$ cat config.mk
export PLATFORM = sky130hd
export DESIGN_NAME = wb_arb2
export DESIGN_NICKNAME = d
export VERILOG_FILES = /design/src/rtl/wb_arb_pkg.sv /design/src/rtl/wb_watchdog.sv /design/src/rtl/wb_arb2.sv
export SDC_FILE = /design/constraint.sdc
export NUM_CORES = 1
export LEC_CHECK = 0
export BUFFER_PORTS_ARGS = -buffer_cell sky130_fd_sc_hd__buf_2
export CORE_AREA = 2 2 71 73
export DETAILED_ROUTE_END_ITERATION = 6
export DIE_AREA = 0 0 73 75
export PLACE_DENSITY = 0.78
export SYNTH_ARGS = -nofsm -noshare
export SYNTH_HDL_FRONTEND = slang
export SYNTH_HIERARCHICAL = 1
export SYNTH_SLANG_ARGS = --single-unit
$ cat constraint.sdc
create_clock -name wb_clk_i -period 2.4 [get_ports wb_clk_i]
set_input_delay 0.12 -clock wb_clk_i [delete_from_list [all_inputs] [get_ports wb_clk_i]]
set_output_delay 0.12 -clock wb_clk_i [all_outputs]
set_load 0.05 [all_outputs]
$ cat src/rtl/wb_arb_pkg.sv
// Shared definitions for the two-master Wishbone arbiter: grant state
// encoding and arbitration mode selectors.
package wb_arb_pkg;

    typedef enum logic [1:0] {
        ST_IDLE = 2'd0,
        ST_OWN0 = 2'd1,
        ST_OWN1 = 2'd2
    } arb_state_e;

    localparam int ARB_RR   = 0;
    localparam int ARB_PRIO = 1;

endpackage

$ cat src/rtl/wb_watchdog.sv
// Stall watchdog for the arbitrated slave port. It counts strobed cycles
// without ack. At all-ones it raises a one-cycle error and then masks the
// strobe until the owner backs off.
module wb_watchdog #(
    parameter int TMO_BITS = 8
) (
    input  logic clk_i,
    input  logic rst_n_i,
    input  logic clr_i,      // grant change or no owner
    input  logic own_stb_i,  // owner's raw strobe
    input  logic own_cyc_i,  // owner's raw cycle
    input  logic ack_i,      // slave acknowledge
    output logic err_o,
    output logic abort_o
);

    logic [TMO_BITS-1:0] tmo_q, tmo_d;
    logic                abort_q, abort_d;
    logic                stb_eff;
    logic                tmo_max;

    assign stb_eff = own_stb_i & ~abort_q;
    assign tmo_max = &tmo_q;
    // An ack arriving on the all-ones cycle wins over the error.
    assign err_o   = tmo_max & stb_eff & ~ack_i;
    assign abort_o = abort_q;

    // Next-state for the stall counter and abort flag.
    always_comb begin
        tmo_d   = tmo_q;
        abort_d = abort_q;
        if (clr_i) begin
            tmo_d   = '0;
            abort_d = 1'b0;
        end else if (abort_q) begin
            // Once the owner backs off, restart from zero so that a fresh
            // strobe under the same cyc gets a full timeout window.
            if (!own_stb_i || !own_cyc_i) begin
                abort_d = 1'b0;
                tmo_d   = '0;
            end
        end else if (ack_i) begin
            tmo_d = '0;
        end else if (err_o) begin
            abort_d = 1'b1;
        end else if (stb_eff && !tmo_max) begin
            tmo_d = tmo_q + TMO_BITS'(1);
        end
    end

    // Watchdog state registers.
    always_ff @(posedge clk_i or negedge rst_n_i) begin
        if (!rst_n_i) begin
            tmo_q   <= '0;
            abort_q <= 1'b0;
        end else begin
            tmo_q   <= tmo_d;
            abort_q <= abort_d;
        end
    end

endmodule

$ cat src/rtl/wb_arb2.sv
// Two-master / one-slave Wishbone arbiter. The grant is held for the whole
// cyc of the owner, and handoff to a waiting master is direct. The ack is
// routed only to the owner. Stalled accesses are aborted by wb_watchdog.
module wb_arb2
    import wb_arb_pkg::*;
#(
    parameter int AW       = 19,
    parameter int DW       = 16,
    parameter int SW       = 2,
    parameter int ARB_MODE = ARB_RR,
    parameter int TMO_BITS = 8
) (
    input  logic          wb_clk_i,
    input  logic          wb_rst_n_i,
    // master 0
    input  logic [AW:1]   m0_adr_i,
    input  logic [DW-1:0] m0_dat_i,
    output logic [DW-1:0] m0_dat_o,
    input  logic [SW-1:0] m0_sel_i,
    input  logic          m0_we_i,
    input  logic          m0_tga_i,
    input  logic          m0_stb_i,
    input  logic          m0_cyc_i,
    output logic          m0_ack_o,
    output logic          m0_err_o,
    // master 1
    input  logic [AW:1]   m1_adr_i,
    input  logic [DW-1:0] m1_dat_i,
    output logic [DW-1:0] m1_dat_o,
    input  logic [SW-1:0] m1_sel_i,
    input  logic          m1_we_i,
    input  logic          m1_tga_i,
    input  logic          m1_stb_i,
    input  logic          m1_cyc_i,
    output logic          m1_ack_o,
    output logic          m1_err_o,
    // slave
    output logic [AW:1]   s_adr_o,
    output logic [DW-1:0] s_dat_o,
    output logic [SW-1:0] s_sel_o,
    output logic          s_we_o,
    output logic          s_tga_o,
    output logic          s_stb_o,
    output logic          s_cyc_o,
    input  logic [DW-1:0] s_dat_i,
    input  logic          s_ack_i,
    // debug
    output logic [1:0]    gnt_o
);

    arb_state_e state_q, state_d;
    logic       last_q, last_d;
    logic [1:0] gnt_q, gnt_d;
    logic       arb_en;
    logic       grant1;
    logic       own_stb, own_cyc;
    logic       wd_clr, wd_err, abort;

    // Grant next-state: arbitrate only when idle or when the owner has released cyc.
    always_comb begin
        state_d = state_q;
        last_d  = last_q;
        grant1  = 1'b0;
        arb_en  = (state_q == ST_IDLE)
               || (state_q == ST_OWN0 && !m0_cyc_i)
               || (state_q == ST_OWN1 && !m1_cyc_i);
        if (arb_en) begin
            if (m0_cyc_i && m1_cyc_i) begin
                // Round-robin gives the tie to the master that did not win last.
                grant1 = (ARB_MODE == ARB_PRIO) ? 1'b0 : ~last_q;
            end else begin
                grant1 = m1_cyc_i;
            end
            if (m0_cyc_i || m1_cyc_i) begin
                state_d = grant1 ? ST_OWN1 : ST_OWN0;
                last_d  = grant1;
            end else begin
                state_d = ST_IDLE;
            end
        end
        gnt_d = {state_d == ST_OWN1, state_d == ST_OWN0};
    end

    // Grant state, round-robin memory and the registered one-hot grant.
    always_ff @(posedge wb_clk_i or negedge wb_rst_n_i) begin
        if (!wb_rst_n_i) begin
            state_q <= ST_IDLE;
            last_q  <= 1'b1;
            gnt_q   <= 2'b00;
        end else begin
            state_q <= state_d;
            last_q  <= last_d;
            gnt_q   <= gnt_d;
        end
    end

    // Slave-side mux, steered by the registered grant; all-zero with no owner.
    always_comb begin
        s_adr_o = '0;
        s_dat_o = '0;
        s_sel_o = '0;
        s_we_o  = 1'b0;
        s_tga_o = 1'b0;
        own_stb = 1'b0;
        own_cyc = 1'b0;
        if (gnt_q[0]) begin
            s_adr_o = m0_adr_i;
            s_dat_o = m0_dat_i;
            s_sel_o = m0_sel_i;
            s_we_o  = m0_we_i;
            s_tga_o = m0_tga_i;
            own_stb = m0_stb_i;
            own_cyc = m0_cyc_i;
        end else if (gnt_q[1]) begin
            s_adr_o = m1_adr_i;
            s_dat_o = m1_dat_i;
            s_sel_o = m1_sel_i;
            s_we_o  = m1_we_i;
            s_tga_o = m1_tga_i;
            own_stb = m1_stb_i;
            own_cyc = m1_cyc_i;
        end
    end

    assign wd_clr = (state_q == ST_IDLE) || (state_d != state_q);

    wb_watchdog #(
        .TMO_BITS (TMO_BITS)
    ) u_wd (
        .clk_i     (wb_clk_i),
        .rst_n_i   (wb_rst_n_i),
        .clr_i     (wd_clr),
        .own_stb_i (own_stb),
        .own_cyc_i (own_cyc),
        .ack_i     (s_ack_i),
        .err_o     (wd_err),
        .abort_o   (abort)
    );

    assign s_stb_o  = own_stb & ~abort;
    assign s_cyc_o  = own_cyc;
    assign gnt_o    = gnt_q;

    // Read data is shared; only ack qualifies it.
    assign m0_dat_o = s_dat_i;
    assign m1_dat_o = s_dat_i;
    assign m0_ack_o = s_ack_i & gnt_q[0] & m0_stb_i & ~abort;
    assign m1_ack_o = s_ack_i & gnt_q[1] & m1_stb_i & ~abort;
    assign m0_err_o = wd_err & gnt_q[0];
    assign m1_err_o = wd_err & gnt_q[1];

endmodule

# Yosys cells after proc, flatten, opt, wreduce, memory -nomap -nowiden

Index checks and enable logic that the tools add are counted.
Widths: inputs -> output; s select.

Flip-flop bits (word level): 14
Bits of input ports: 101
Output and inout bits: 79
Word-level logic and storage cells: 76

Add/sub/neg operators: 1
Equality and inequality tests: 7
Multiplexer cells: 30
Bitwise gates (word level): 14
Reductions and logical operators: 19

Operators by type and width:

| operator            | number |
|---|---|
| $mux 8              | 6 |
| $mux 19             | 2 |
| $mux 16             | 2 |
| $mux 1              | 15 |
| $and 1x1->1         | 11 |
| $mux 2              | 5 |
| $add 8x1->8 const B | 1 |
| $reduce_and 8->1    | 1 |
| $logic_not 1->1     | 5 |
| $logic_or 1x1->1    | 5 |
| $eq 2x1->1 const B  | 2 |
| $eq 2x2->1 const B  | 2 |
| $logic_and 1x1->1   | 4 |
| $ne 4x2->1 const B  | 1 |
| $reduce_bool 4->1   | 1 |
| $ne 3x2->1 const B  | 1 |
| $not 1->1           | 3 |
| $reduce_and 3->1    | 1 |
| $logic_not 2->1     | 1 |
| $ne 2x2->1          | 1 |
| $reduce_and 2->1    | 1 |

# Depth between registers and ports, before layout

Depth in word-level cells: 12
Gate-level depth with buffers: 7
Depth with buffers taken out: 6

# By module

Netlist, hierarchy kept.

By module, submodules not included:

| module      | times used | cells each | area an instance (um^2) | sequential area each (um^2) |
|---|---|---|---|---|
| wb_arb2     | 1          | 119        | 957.2                   | 126.4 |
| wb_watchdog | 1          | 57         | 525.5                   | 225.2 |

# Worst setup path after synthesis

Ideal clock, no wire load.

Path kind: reg-to-reg
Start point: register gnt_q[1] (netlist: gnt_o[1])
End point: register u_wd.tmo_q[1]
Setup time: 0.124 ns
Data arrival time: 2.060 ns
Required time: 2.276 ns
Slack: 0.216 ns
Cell stages (with the launch flop): 7
Path buffers: 1
Clock period less this slack: 2.184 ns
Cell sequence: dfrtp_1 -> nor2b_4 -> buf_6 -> a22o_1 -> nand3_1 -> a31o_2 -> mux2i_1

Elaborated cells on any way between the ends: 15
Those cells by class: eq/ne: 2; mux: 4; bitwise: 3; reduce/logical: 6

RTL lines:

| what                              | RTL line          | text |
|---|---|---|
| start, declared                   | wb_arb2.sv:53     | `logic [1:0] gnt_q, gnt_d;` |
| start signal, assigned            | wb_arb2.sv:93     | `gnt_q <= gnt_d;` |
| $mux 1                            | wb_arb2.sv:114    | `end else if (gnt_q[1]) begin` |
| $mux 1                            | wb_arb2.sv:106    | `if (gnt_q[0]) begin` |
| named net s_cyc_o                 | wb_arb2.sv:44     | `output logic s_cyc_o,` |
| $logic_not 1->1                   | wb_watchdog.sv:38 | `if (!own_stb_i \|\| !own_cyc_i) begin` |
| $logic_or 1x1->1                  | wb_watchdog.sv:38 |  |
| $ne 3x2->1 (no source line)       | --                |  |
| $reduce_and 3->1 (no source line) | --                |  |
| end signal, assigned              | wb_watchdog.sv:57 | `tmo_q <= tmo_d;` |
| end, declared                     | wb_watchdog.sv:17 | `logic [TMO_BITS-1:0] tmo_q, tmo_d;` |

The timed path passes the listed nets, and every way through them passes these cells.
A chain may end at the register's enable or synchronous reset.

# Worst setup path in the final report

Start point: register gnt_q[0] (netlist: gnt_o[0])
End point: register u_wd.tmo_q[5]

Cells in the longest elaborated chain, start to end: 6
Elaborated cells on any way between the ends: 13
Those cells by class: eq/ne: 2; mux: 2; bitwise: 3; reduce/logical: 6

RTL lines:

| what                                  | RTL line          | text |
|---|---|---|
| $mux 1 (*)                            | wb_arb2.sv:106    |  |
| named net own_stb                     | wb_arb2.sv:56     | `logic own_stb, own_cyc;` |
| $and 1x1->1                           | wb_watchdog.sv:22 | `assign stb_eff = own_stb_i & ~abort_q;` |
| $and 1x1->1 (2 in series)             | wb_watchdog.sv:25 | `assign err_o = tmo_max & stb_eff & ~ack_i;` |
| $ne 4x2->1 (no source line)           | --                |  |
| $reduce_and 3->1 (no source line) (*) | --                |  |

The timed path passes the listed nets; every way through them passes the cells marked *.

==> metrics.yaml <==
outcome:
  status: "finished, final reports clean"
routing:
  drt_wl_total_um: 4880
  route.met3.wl_um: 494
  drc_errors: 0
  wl_per_cell_um: 14.9
  drtPass1Iterations: 5
  initialDrtViolationCount: 55
  via_count: 1687
  top_layer_used: "met4"
  route.layer.met1.wl_um: 2040
  wl_met2_um: 2280
  post_drt_via_cell_ratio: 5.16
  ant_nets: 0
timing:
  finalCriticalPeriod_ps: 1980
  relSlewSlack: 0.512
  fmax_ghz: 0.504
  tns_ps: 0
  final.period_utilization: 0.827
  worstMarginPinSlew_ps: 727
  hold_viol: 0
  report.final.slew_viol_count: 0
  finalSetupViolCount: 0
  finalClockSkew_ps: 3.20
  grt_setup_unrepaired: "no"
cts:
  root_buffer: "clkbuf_8"
  cts_tree: "built"
  clk_pin_slew_ps: 60
  cts-buffers-inserted: 3
  clock-sinks: 14
  cts_setup_buffers: 0
  clk_latency_ps: 250
  clk_path_buf_depth: 2
  cts-htree-levels: 1
synthesis:
  yosysTopAreaCell: "a22o_1"
  yosysTopAreaCellShare: 0.236
  netlist_top_cells_area: "a22o_1 24%, dfrtp_1 22%, buf_4 16%, nand2_1 3.8%, a31oi_1 3.0%"
  synth_nets: 278
  synth-seq-area-share: 0.237
  synth_warnings: 6
  synth_cells: 176
  avgSynthCellArea_um2: 8.42
  synth.distinct_cells: 38
  syn_area_mm2: 0.00148
  ys_ff_latch: 14
pwr:
  power-per-cell-area_mw_per_mm2: 1120
  p_leak_nw: 1.11
  ir_drop_v: 0.000480
grt:
  grt_first_pass_wirelength_um: 6760
  grt_overflow: 0
  grt_max_degree: 25
  grt_pass1_vias: 1463
  grt_usage: 0.158
  antenna_found_initial: 0
setup_path:
  criticalPathCategory: "reg2reg"
  worstPathRequired_ps: 2560
  crit_family: "compound AO/OA/AOI/OAI gates"
  worstSetupStartpointType: "register"
  cp.depth: 7
  path_buf_inv: 1
  slowest_stage: "or4b_4"
  r2r_cells: 7
  crit_arrival_ps: 2140
  path_cells: "buf_4, nand2_1, o21ai_0, or4b_4, a21oi_4, a21oi_1, a31oi_1"
  max_stage_delay_ps: 530
  cp-end-kind: "register"
  path_max_fanout: 21
final_layout:
  fin_util: 0.425
  drive_above_1_share: 0.542
  seqCellArea_um2: 352
  syn2layout_area_growth_pct: 33.5
  antennaDiodeCount: 0
  nNetsFinal: 376
  multi_input_area_um2: 805
  fill_cells: 468
placement:
  place.gp.congestion: 0.786
  portBuffers: 131
  hpwl_um: 3940
floorplanning:
  die-width_um: 73
  start_util: 0.318
  dieArea_mm2: 0.00548
  die_h_um: 75
  io_pins: 180
  coreArea_mm2: 0.00466
  fp-row-count: 25
worst_hold_path:
  min_path_cells: 2
  min_path_type: "in2reg"
job:
  drv_cap: 0
## cells in the mapped netlist
library cell,count
nor2b_4,1
ha_1,1
and2_1,3
nor2_1,7
inv_1,4
a22o_1,40
and4_4,1
dfrtp_1,13
clkbuf_1,2
and3_1,2
mux2i_1,1
nand3_2,1
or4b_4,1
nand4_1,1
dfstp_2,1
nand3b_1,1
a21oi_4,1
nand2b_1,4
o22ai_1,1
a211oi_1,1
nand2_1,15
nor3b_1,1
and3_2,1
buf_6,3
a31o_2,1
a21oi_1,5
buf_2,6
a31oi_1,7
nor2b_1,1
mux2_2,1
or2_2,1
a22oi_1,1
nor3_1,2
a21boi_0,1
nand3_1,3
buf_4,32
o22a_1,1
o21ai_0,7
## through the flow
stage               setup WS, ps  hold WS, ps  power, W  std cells  area [um2]
floorplan                    216         -176   0.00181        176        1480
global placement             551         40.7   0.00199        322        1920
detailed placement           471         38.2   0.00201        322        1920
CTS                          404         79.1   0.00222        327        1980
global route                 256         91.4   0.00234        327        1980
finish                       416         88.1   0.00221        327        1980
## placed cells by master (no fill, tap or decap), types with 2 or more instances in the layout
cell	Yosys	final
buf_2	6	131
a22o_1	40	40
nand2_1	15	15
dfrtp_1	13	13
o21ai_0	7	7
nor2_1	7	7
a31oi_1	7	7
a21oi_1	5	5
nand2b_1	4	4
inv_1	4	4
buf_4	32	4
and2_1	3	3
clkbuf_8	0	3
nand3_1	3	3
and3_1	2	2
nor3_1	2	2
## metal layers
layer  vias up  track usage
li1        817            -
met1       754        0.214
met2       104        0.237
met3        12       0.0509
met4         0       0.0535
met5         -            0
## worst paths after layout
check	from	endpoint	slack (ps)
max	gnt_o[0]	u_wd/tmo_q[5]	420
min	m0_cyc_i	last_q	90
max reg2reg	gnt_o[0]	u_wd/tmo_q[5]	420
min reg2reg	u_wd/tmo_q[7]	u_wd/tmo_q[7]	500
max in group asynchronous	wb_rst_n_i	last_q	1800
min in group asynchronous	wb_rst_n_i	state_q[0]	300
## worst register-to-register path, stage by stage (launching register included)
cell	delay (ps)
dfrtp_1	360
buf_4	240
nand2_1	100
o21ai_0	170
or4b_4	530
a21oi_4	200
a21oi_1	100
a31oi_1	180
## cell families (layout without fill, tap and decap cells)
logic type | count (synthesis) | count (layout) | share of synthesized area
DFF | 14 | 14 | 0.237
and+or+nand+nor | 46 | 46 | 0.171
AOI/OAI and AO/OA | 66 | 66 | 0.349
muxes | 2 | 2 | 0.0143
buffers and inverters | 47 | 144 | 0.220
adders and majority gates | 1 | 1 | 0.00844
## area by class of cell
| cell class | instances | share of cell area |
|---|---|---|
| clock buffers | 4 | 0.0228 |
| well taps | 54 | 0.0341 |
| inverters | 4 | 0.00759 |
| multi-input cells | 115 | 0.406 |
| flip-flops and latches | 14 | 0.178 |
| repair buffers | 136 | 0.351 |
## report_power, final
part | switching (W) | leakage, nW | internal, W
clock | 0.0000892 | 0.0228 | 0.000118
sequential | 0.0000561 | 0.183 | 0.000283
combinational | 0.00120 | 0.909 | 0.000460
total | 0.00135 | 1.11 | 0.000861
## timing repair
item | in CTS | in global routing
hold endpoints to repair | 13 | 0
gates resized for setup | 0 | 0
hold buffers | 1 | 0
## state kept, by name, indices dropped and copies added (netlist names)
signal and count:
gnt_o 2, last_q 1, state_q 2, u_wd/abort_o 1, u_wd/tmo_q 8
Note: power is estimated with default switching activity, not from simulation.
